$ cat config.mk
export PLATFORM = sky130hd
export DESIGN_NAME = core_fetch_queue
export DESIGN_NICKNAME = d
export VERILOG_FILES = /design/src/rtl/core_fetch_queue.sv
export SDC_FILE = /design/constraint.sdc
export NUM_CORES = 1
export LEC_CHECK = 0
export BUFFER_PORTS_ARGS = -buffer_cell sky130_fd_sc_hd__buf_2
export CORE_MARGIN = 4
export CORE_UTILIZATION = 45
export CTS_CLUSTER_SIZE = 10
export DETAILED_ROUTE_END_ITERATION = 8
export PLACE_DENSITY = 0.65
export SKIP_LAST_GASP = 1
export SYNTH_ARGS = -nofsm -noshare
export SYNTH_HDL_FRONTEND = slang
export SYNTH_SLANG_ARGS = --single-unit
export TNS_END_PERCENT = 10
$ cat constraint.sdc
create_clock -name clock -period 6.4 [get_ports clock]
set_input_delay 1.92 -clock clock [delete_from_list [all_inputs] [get_ports clock]]
set_output_delay 1.92 -clock clock [all_outputs]
set_load 0.02 [all_outputs]
$ cat src/rtl/core_fetch_queue.sv
// core_fetch_queue: sequential instruction fetch front end.
// It issues fetch addresses over a valid/ready channel with a bounded number
// of requests in flight, and holds in-order responses in a small queue that
// decode drains. A redirect retargets fetch and discards stale responses.
module core_fetch_queue #(
  parameter int                 ADDR_W          = 64,
  parameter logic [ADDR_W-1:0]  RESET_PC        = 64'h100,
  parameter int                 INST_W          = 32,
  parameter int                 DEPTH           = 4,
  parameter int                 MAX_OUTSTANDING = 2
) (
  input  logic                       clock,
  input  logic                       reset,
  input  logic                       redirect,
  input  logic [ADDR_W-1:0]          redirect_pc,
  output logic                       req_valid,
  output logic [ADDR_W-1:0]          req_addr,
  input  logic                       req_ready,
  input  logic                       resp_valid,
  input  logic [INST_W-1:0]          resp_inst,
  output logic                       out_valid,
  output logic [INST_W-1:0]          out_inst,
  output logic [ADDR_W-1:0]          out_pc,
  output logic [ADDR_W-1:0]          out_pc4,
  input  logic                       out_ready,
  output logic [$clog2(DEPTH+1)-1:0] occupancy
);

  localparam int CW = $clog2(DEPTH + 1);
  localparam int IW = $clog2(MAX_OUTSTANDING + 1);
  localparam int PW = $clog2(DEPTH);
  localparam int SW = CW + IW + 1;
  localparam logic [IW-1:0]     MAX_OS  = IW'(MAX_OUTSTANDING);
  localparam logic [SW-1:0]     DEPTH_S = SW'(DEPTH);
  localparam logic [ADDR_W-1:0] STEP    = ADDR_W'(4);

  logic [ADDR_W-1:0] fetch_pc;
  logic [ADDR_W-1:0] resp_pc;
  logic [IW-1:0]     inflight;
  logic [IW-1:0]     drop_cnt;
  logic [CW-1:0]     count;
  logic [PW-1:0]     head;
  logic [PW-1:0]     tail;

  logic [ADDR_W-1:0] q_pc   [DEPTH];
  logic [INST_W-1:0] q_inst [DEPTH];

  logic          fire;
  logic          keep;
  logic          pop;
  logic [SW-1:0] reserved;
  logic [IW-1:0] inflight_nxt;
  logic [IW-1:0] drop_nxt;
  logic [CW-1:0] count_nxt;

  // Slots already promised: queued entries plus kept (non-stale) requests in
  // flight. drop_cnt never exceeds inflight, so this cannot go negative.
  assign reserved  = SW'(count) + SW'(inflight) - SW'(drop_cnt);
  assign req_valid = (inflight < MAX_OS) && (reserved < DEPTH_S);
  assign req_addr  = fetch_pc;

  assign fire = req_valid && req_ready;
  assign keep = resp_valid && (drop_cnt == '0) && !redirect;
  assign pop  = out_valid && out_ready && !redirect;

  // Next-state arithmetic for the in-flight, stale-response and queue counters.
  always_comb begin
    inflight_nxt = inflight + IW'(fire) - IW'(resp_valid);
    drop_nxt     = drop_cnt;
    count_nxt    = count + CW'(keep) - CW'(pop);
    if (redirect) begin
      drop_nxt  = inflight_nxt;
      count_nxt = '0;
    end else if (resp_valid && (drop_cnt != '0)) begin
      drop_nxt = drop_cnt - 1'b1;
    end
  end

  // Control state: PCs, counters and queue pointers.
  always_ff @(posedge clock or posedge reset) begin
    if (reset) begin
      fetch_pc <= RESET_PC;
      resp_pc  <= RESET_PC;
      inflight <= '0;
      drop_cnt <= '0;
      count    <= '0;
      head     <= '0;
      tail     <= '0;
    end else begin
      inflight <= inflight_nxt;
      drop_cnt <= drop_nxt;
      count    <= count_nxt;
      if (redirect) begin
        fetch_pc <= redirect_pc;
        resp_pc  <= redirect_pc;
        head     <= '0;
        tail     <= '0;
      end else begin
        if (fire) fetch_pc <= fetch_pc + STEP;
        if (keep) begin
          resp_pc <= resp_pc + STEP;
          tail    <= tail + 1'b1;
        end
        if (pop) head <= head + 1'b1;
      end
    end
  end

  // Queue storage; contents are only meaningful below count, so no reset.
  always_ff @(posedge clock) begin
    if (keep) begin
      q_pc[tail]   <= resp_pc;
      q_inst[tail] <= resp_inst;
    end
  end

  // Head view is forced to zero when empty so idle outputs are deterministic.
  always_comb begin
    out_valid = (count != '0);
    out_pc    = '0;
    out_pc4   = '0;
    out_inst  = '0;
    if (out_valid) begin
      out_pc   = q_pc[head];
      out_pc4  = q_pc[head] + STEP;
      out_inst = q_inst[head];
    end
  end

  assign occupancy = count;

endmodule

==> results of run 1 <==
==> sequential cells by signal (all words and copies together), names as in the netlist <==
register   cells
q_pc         256
drop_cnt       2
inflight       2
q_inst       128
occupancy      3
tail           2
resp_pc       64
req_addr      64
head           2
==> synthesized netlist by cell type (11+ instances only) <==
master    instances  area [um2]
and2_1           11        68.8
xnor2_1          66         578
mux4_1           14         368
xor2_1           68         596
mux4_2           80        1800
nor2_1          128         480
inv_1            57         214
o31a_1           12         105
and3_1           35         219
mux2_2           72         811
buf_2            11        55.1
or3_1            21         131
nand2_1          80         300
and4_1           22         193
or4_1            18         135
nor2b_1          88         551
o21ai_0          26         130
a31oi_1          15        93.8
nand3_1          70         350
edfxtp_1        384       11500
a21oi_1          42         210
nand4_1          58         363
nor4_1           30         188
clkbuf_1         49         184
dfrtp_1         137        3430
nor3_1           41         205
ha_1             16         200
==> critical path, stage by stage (launching register included) <==
cell     delay [ns]
dfrtp_4        0.61
mux4_2         0.45
ha_1           0.22
nand3_1        0.18
nor4_1         0.80
nand4_1        0.46
or4_1          0.52
a21oi_1        0.19
buf_2          0.22
==> metal layers <==
layer,part of all wire,vias up,GRT usage
li1,-,7399,-
met1,0.44,8207,0.315
met2,0.46,562,0.340
met3,0.066,115,0.0389
met4,0.032,0,0.0772
met5,0,-,0
==> cell families after synthesis <==
logic type / Yosys count / synth area share
xor gates and xnor gates: 134 / 0.0479
DFF: 523 / 0.613
muxes: 173 / 0.125
buffers and inverters: 134 / 0.0244
AOI/OAI and AO/OA: 141 / 0.0370
and+or+nand+nor: 638 / 0.143
adders and majority gates: 18 / 0.00981
==> report_power, final <==
part	internal (mW)	switching [mW]	leakage, nW
Sequential	3.91	0.238	5.07
Clock	1.83	1.32	0.863
Combinational	1.30	2.37	4.53
Total	7.04	3.93	10.5
==> cells in the final DEF, fill, tap and decap left out, types with 29 or more instances in the layout <==
| cell type | instances |
|---|---|
| edfxtp_1 | 384 |
| buf_2 | 330 |
| dfrtp_1 | 135 |
| nor2_1 | 128 |
| nor2b_1 | 88 |
| nand2_1 | 80 |
| mux4_2 | 80 |
| mux2_2 | 72 |
| nand3_1 | 70 |
| xor2_1 | 68 |
| xnor2_1 | 66 |
| clkbuf_16 | 60 |
| nand4_1 | 58 |
| inv_1 | 55 |
| a21oi_1 | 42 |
| nor3_1 | 40 |
| and3_1 | 31 |
| clkbuf_1 | 30 |
| nor4_1 | 29 |
==> worst max-delay path by stage <==
stage,slack (ns),from,cells after the start,to
after floorplan,0.76,reset,1,drop_cnt[0]$_DFFE_PP0P_
after detailed placement,0.72,head[0]$_DFFE_PP0P_,8,out_pc4[62]
after CTS,0.05,head[0]$_DFFE_PP0P_,8,out_pc4[62]
final,0.20,head[0]$_DFFE_PP0P_,8,out_pc4[44]
after global placement,0.75,head[0]$_DFFE_PP0P_,8,out_pc4[62]
after global routing,0.04,head[0]$_DFFE_PP0P_,8,out_pc4[62]
==> stage by stage <==
step                      area (um2)  instances  hold WS (ns)  utilization  power, mW
after global placement         27000       2742         0.488        0.501       7.84
after CTS                      28800       2845         0.522        0.535       11.0
after floorplan                24500       1761         0.476            -       6.63
final                          28800       2849         0.520        0.536       11.0
after detailed placement       27000       2742         0.506        0.501       7.88
after global routing           28800       2847         0.541        0.536       11.5
==> layout make-up <==
class                      instances  area (um2)
timing repair buffer             363        2000
multi-input combinational       1104        8910
inverter                          57         221
sequential                       523       15000
fill                            4458       25000
clock inverter                     8         116
clock buffer                      95        1680
tap                              696         871
antenna                            3        7.51
==> what timing repair did <==
item | 4_1_cts | 5_1_grt
setup buffers | 0 | 1
setup endpoints to repair | 0 | 6
resized for setup | 0 | 1
==> results.md, run 1 <==
* Status: finished, final reports clean
* CTS tree: yes
* Reg2reg path depth at 10
* Nets at 2229
* Time the worst path needs with I/O delays and setup at 6.20 ns
* WL final at 65200 um
* Slew Limit Fails at 0
* Register-to-register setup slack at 2.18 ns
* Worst r2r src: occupancy[1]$_DFF_PP0_
* Total number of vias at 16300
* Crit path kind: flop to output port
* Worst hold path stage count at 0
* CTS buffer count at 60
* Sequential fraction of the synthesis area at 0.613
* Primary FF master, synth: edfxtp_1
* Final WS setup at 0.198 ns
* Cell Pwr Density at 381 nW/um2
* Final number of setup-violating endpoints at 0
* Reg clk slew, reported paths at 0.06 ns
* Max Fclk at 161 MHz
* EDFF count, synth at 384
* Layout cells sized above 1 at 0.287
* Overflow after GRT at 0
* Hold_buf cts at 0
* Leak Pwr at 10.5 nW
* Initial antenna violation count at 2
* Total negative setup slack at 0 ns
* DIE AREA at 58200 um2
* WHS Endpoint: q_pc[1][0]$_DFFE_PP_
* Share of the clock period used by the worst path at 0.969
* CP max FO at 14
* Global-route wire length before repair at 97500 um
* Place WS at 0.724 ns
* RSZ-0062 raised after global routing: no
* Synthesized area at 24500 um2
* Worst hold start: resp_pc[0]$_DFFE_PP0P_
* 1st-iter DRT viols at 1091
* Number of buffers added on ports at 330
* Final ANT Viol Nets at 0
* Number of max-cap violations at 0
* Core region area at 53800 um2
* Req. time, crit path at 4.48 ns
* Gp weighted congestion at 0.900
* Synth Warn # at 0
* Die width at 241 um
* Insertion delay to the later sink of the worst-skew pair at 0.63 ns
* Clock skew at 0.0215 ns
* Vias per Instance at 5.72
* Drt first pass iters at 5
* Die Y-Extent at 241 um
* Number of global-route vias before repair at 16100
* Max VDD drop at 0.000219 V
* Final hold vios at 0
* Hold/Removal Path Class: flop to flop
* Element type at the critical path start: flop
* Fraction of registers with async set/reset at 0.266
* Routed length per instance at 22.9 um
* DRC errors left at 0
* FF+latch count, synth at 523
* Area Overhead vs Synth at 17.7%
* RR Endpoint: req_addr[59]$_DFFE_PP0P_
* Largest net degree at the start of global routing at 74
* Row cnt at 85
* Slew headroom at 0.271
* Clock root cell: clkbuf_16
* CTS H-Tree Depth at 2
* Clock buffer depth at 3
* Worst Max-Slew Pin Slew at 1.09 ns
* I/O pin total at 331
* Synthesized Nets at 1881
* Dpl hpwl at 46400 um
* Worst Path Arrival at 4.28 ns
* Worst Setup End Kind: output port
* Synth unique cells at 61
* GR Util All Layers at 0.219
* Starting Density at 0.455
* Syn avg cell area at 13.9 um2
* Post-synthesis cell count at 1761
* Clk sinks at 523
Power figures use the tool's default switching activity.
==> run 2, diff against run 1 <==
--- a/config.mk
+++ b/config.mk
@@ -7,9 +7,9 @@
 export LEC_CHECK = 0
 export BUFFER_PORTS_ARGS = -buffer_cell sky130_fd_sc_hd__buf_2
-export CORE_MARGIN = 4
+export CORE_MARGIN = 2
 export CORE_UTILIZATION = 45
 export CTS_CLUSTER_SIZE = 10
 export DETAILED_ROUTE_END_ITERATION = 8
-export PLACE_DENSITY = 0.65
+export PLACE_DENSITY = 0.67
 export SKIP_LAST_GASP = 1
 export SYNTH_ARGS = -nofsm -noshare
==> constraint.sdc (replaced) <==
create_clock -name clock -period 5.3 [get_ports clock]
set_input_delay 1.59 -clock clock [delete_from_list [all_inputs] [get_ports clock]]
set_output_delay 1.59 -clock clock [all_outputs]
set_load 0.05 [all_outputs]
==> results.md, run 2 (synthesis gave the netlist of run 1 again) <==
* Status: complete, but fails checks
* Violated checks: setup timing
* Clock skew at 0.0225 ns
* Register name with the most flops: q_pc
* Wl on met1 at 28700 um
* Clock network power share at 0.242
* Biggest regs: q_pc: 256 flops, q_inst: 128 flops
* Share of the clock period used by the worst path at 1.04
* Most frequent cells in the layout: edfxtp_1 (384), buf_2 (313), dfrtp_1 (135)
* Number of buffers added on ports at 330
* Initial antenna violation count at 2
* RSZ-0062 raised after global routing: yes
* Max reg flops at 256
* Row cnt at 85
* Reg clk slew, reported paths at 0.06 ns
* Core region area at 53800 um2
* Routed length per instance at 23.1 um
* Starting Density at 0.455
* Gp weighted congestion at 0.956
* Clock root cell: clkbuf_16
* Placed cells at 2752
* CTS tree: yes
* Die width at 237 um
* Seq pwr share at 0.331
* Req. time, crit path at 3.71 ns
* GR Util All Layers at 0.233
* Pwr Total at 15.1 mW
* DRC errors left at 0
* Worst Setup End Kind: output port
* Clock buffer depth at 3
* Total number of vias at 16800
* Hold/Removal Path Class: flop to flop
* Cell Pwr Density at 514 nW/um2
* Final number of setup-violating endpoints at 18
* CP peak stage delay at 0.58 ns
* Worst Max-Slew Pin Slew at 1.10 ns
* Area Overhead vs Synth at 20.2%
* CTS H-Tree Depth at 2
* Register-to-register setup slack at 1.15 ns
* Clk sinks at 523
* Global-route wire length before repair at 99900 um
* Final WS setup at -0.235 ns
* Overflow after GRT at 0
* Crit path max-delay cell type: dfrtp_4
* I/O pin total at 331
* Final hold vios at 0
* # fillers at 4444
* Die Y-Extent at 237 um
* Slew headroom at 0.258
* Cell mode on critical path: buf_4
* 1st-iter DRT viols at 1315
* Max VDD drop at 0.000350 V
* Element type at the critical path start: flop
* Crit path kind: flop to output port
* Vias per Instance at 5.82
* Met2 wire length at 30500 um
* Commonest non-fill, non-tap cell in the layout: edfxtp_1
* Combinational power share at 0.427
* Met3 WL at 5390 um
* Time the worst path needs with I/O delays and setup at 5.53 ns
* DIE AREA at 56300 um2
* Drt first pass iters at 7
* Worst Path Arrival at 3.94 ns
* Post-layout util at 0.547
* Sw Share at 0.423
* Slew Limit Fails at 0
* Insertion delay to the later sink of the worst-skew pair at 0.62 ns
* CP max FO at 9
* Cells along the critical path: buf_4, mux4_2, buf_4, nand4_1, nor4b_4, nand4_1, buf_4, or4_1, a21oi_2, buf_12
* Max Fclk at 181 MHz
* Fin cells at 2887
* Largest net degree at the start of global routing at 140
* Final ANT Viol Nets at 0
* Worst Path Buf+Inv at 4
* Delay-heaviest family, CP: simple AND/OR/NAND/NOR gates
* Dpl hpwl at 46400 um
* Internal power at 8.72 mW
* Number of max-cap violations at 0
* Leak Pwr at 10.7 nW
* CTS buffer count at 59
* Max layer used: met4
* Layout cells sized above 1 at 0.312
* Nets at 2269
* WL final at 66600 um
* Number of global-route vias before repair at 16300
* Switching Power at 6.41 mW
-- run 2: what timing repair did --
| item | in CTS | in global routing |
|---|---|---|
| resized for setup | 25 | 13 |
| gates cloned | 2 | 1 |
| setup endpoints to repair | 24 | 29 |
| buffers inserted | 21 | 9 |
| hold buffers | 0 | 0 |
| pin swaps | 10 | 7 |
-- run 2: layout make-up --
| type | count | area (um2) | share of cell area |
|---|---|---|---|
| timing repair buffer | 404 | 2660 | 0.0902 |
| clock inverter | 5 | 57.6 | 0.00195 |
| antenna | 2 | 5.00 | 0.000170 |
| tap | 696 | 871 | 0.0296 |
| clock buffer | 96 | 1630 | 0.0552 |
| multi-input combinational | 1104 | 8990 | 0.305 |
| sequential | 523 | 15000 | 0.510 |
| inverter | 57 | 220 | 0.00748 |
-- run 2: metal layers --
metal  vias to the layer above  GRT usage
li1                       7478          -
met1                      8447      0.334
met2                       742      0.360
met3                       122     0.0434
met4                         0     0.0793
met5                         -          0
-- run 2: path summary, 6_finish.rpt --
| kind | cells after the start | startpoint | to |
|---|---|---|---|
| hold reg to reg | 0 | resp_pc[0]$_DFFE_PP0P_ | q_pc[1][0]$_DFFE_PP_ |
| setup reg to reg | 10 | occupancy[1]$_DFF_PP0_ | req_addr[59]$_DFFE_PP0P_ |
| min in group asynchronous | 3 | reset | req_addr[54]$_DFFE_PP0P_ |
| max in group asynchronous | 3 | reset | head[1]$_DFFE_PP0P_ |
| setup / recovery | 10 | head[0]$_DFFE_PP0P_ | out_pc4[63] |
| hold / removal | 0 | resp_pc[0]$_DFFE_PP0P_ | q_pc[1][0]$_DFFE_PP_ |
-- run 2: power groups by stage --
stage | clock (mW) | combinational, mW | sequential [mW]
2_1_floorplan | 0 | 4.35 | 5.18
4_1_cts | 3.74 | 6.44 | 4.99
3_5_place_dp | 0 | 6.25 | 5.07
3_3_place_gp | 0 | 6.21 | 5.05
6_report | 3.66 | 6.46 | 5.00
5_1_grt | 3.91 | 6.78 | 5.04
-- run 2: stage by stage --
stage / setup WS (ns) / cell area, um2 / setup TNS, ns / hold slack, ns
2_1_floorplan: -0.0790 / 24500 / -0.0790 / 0.476
3_3_place_gp: 0.216 / 27400 / 0 / 0.496
3_5_place_dp: 0.191 / 27400 / 0 / 0.509
4_1_cts: -0.238 / 29300 / -2.02 / 0.520
5_1_grt: -0.301 / 29400 / -3.85 / 0.529
6_report: -0.235 / 29400 / -2.20 / 0.517
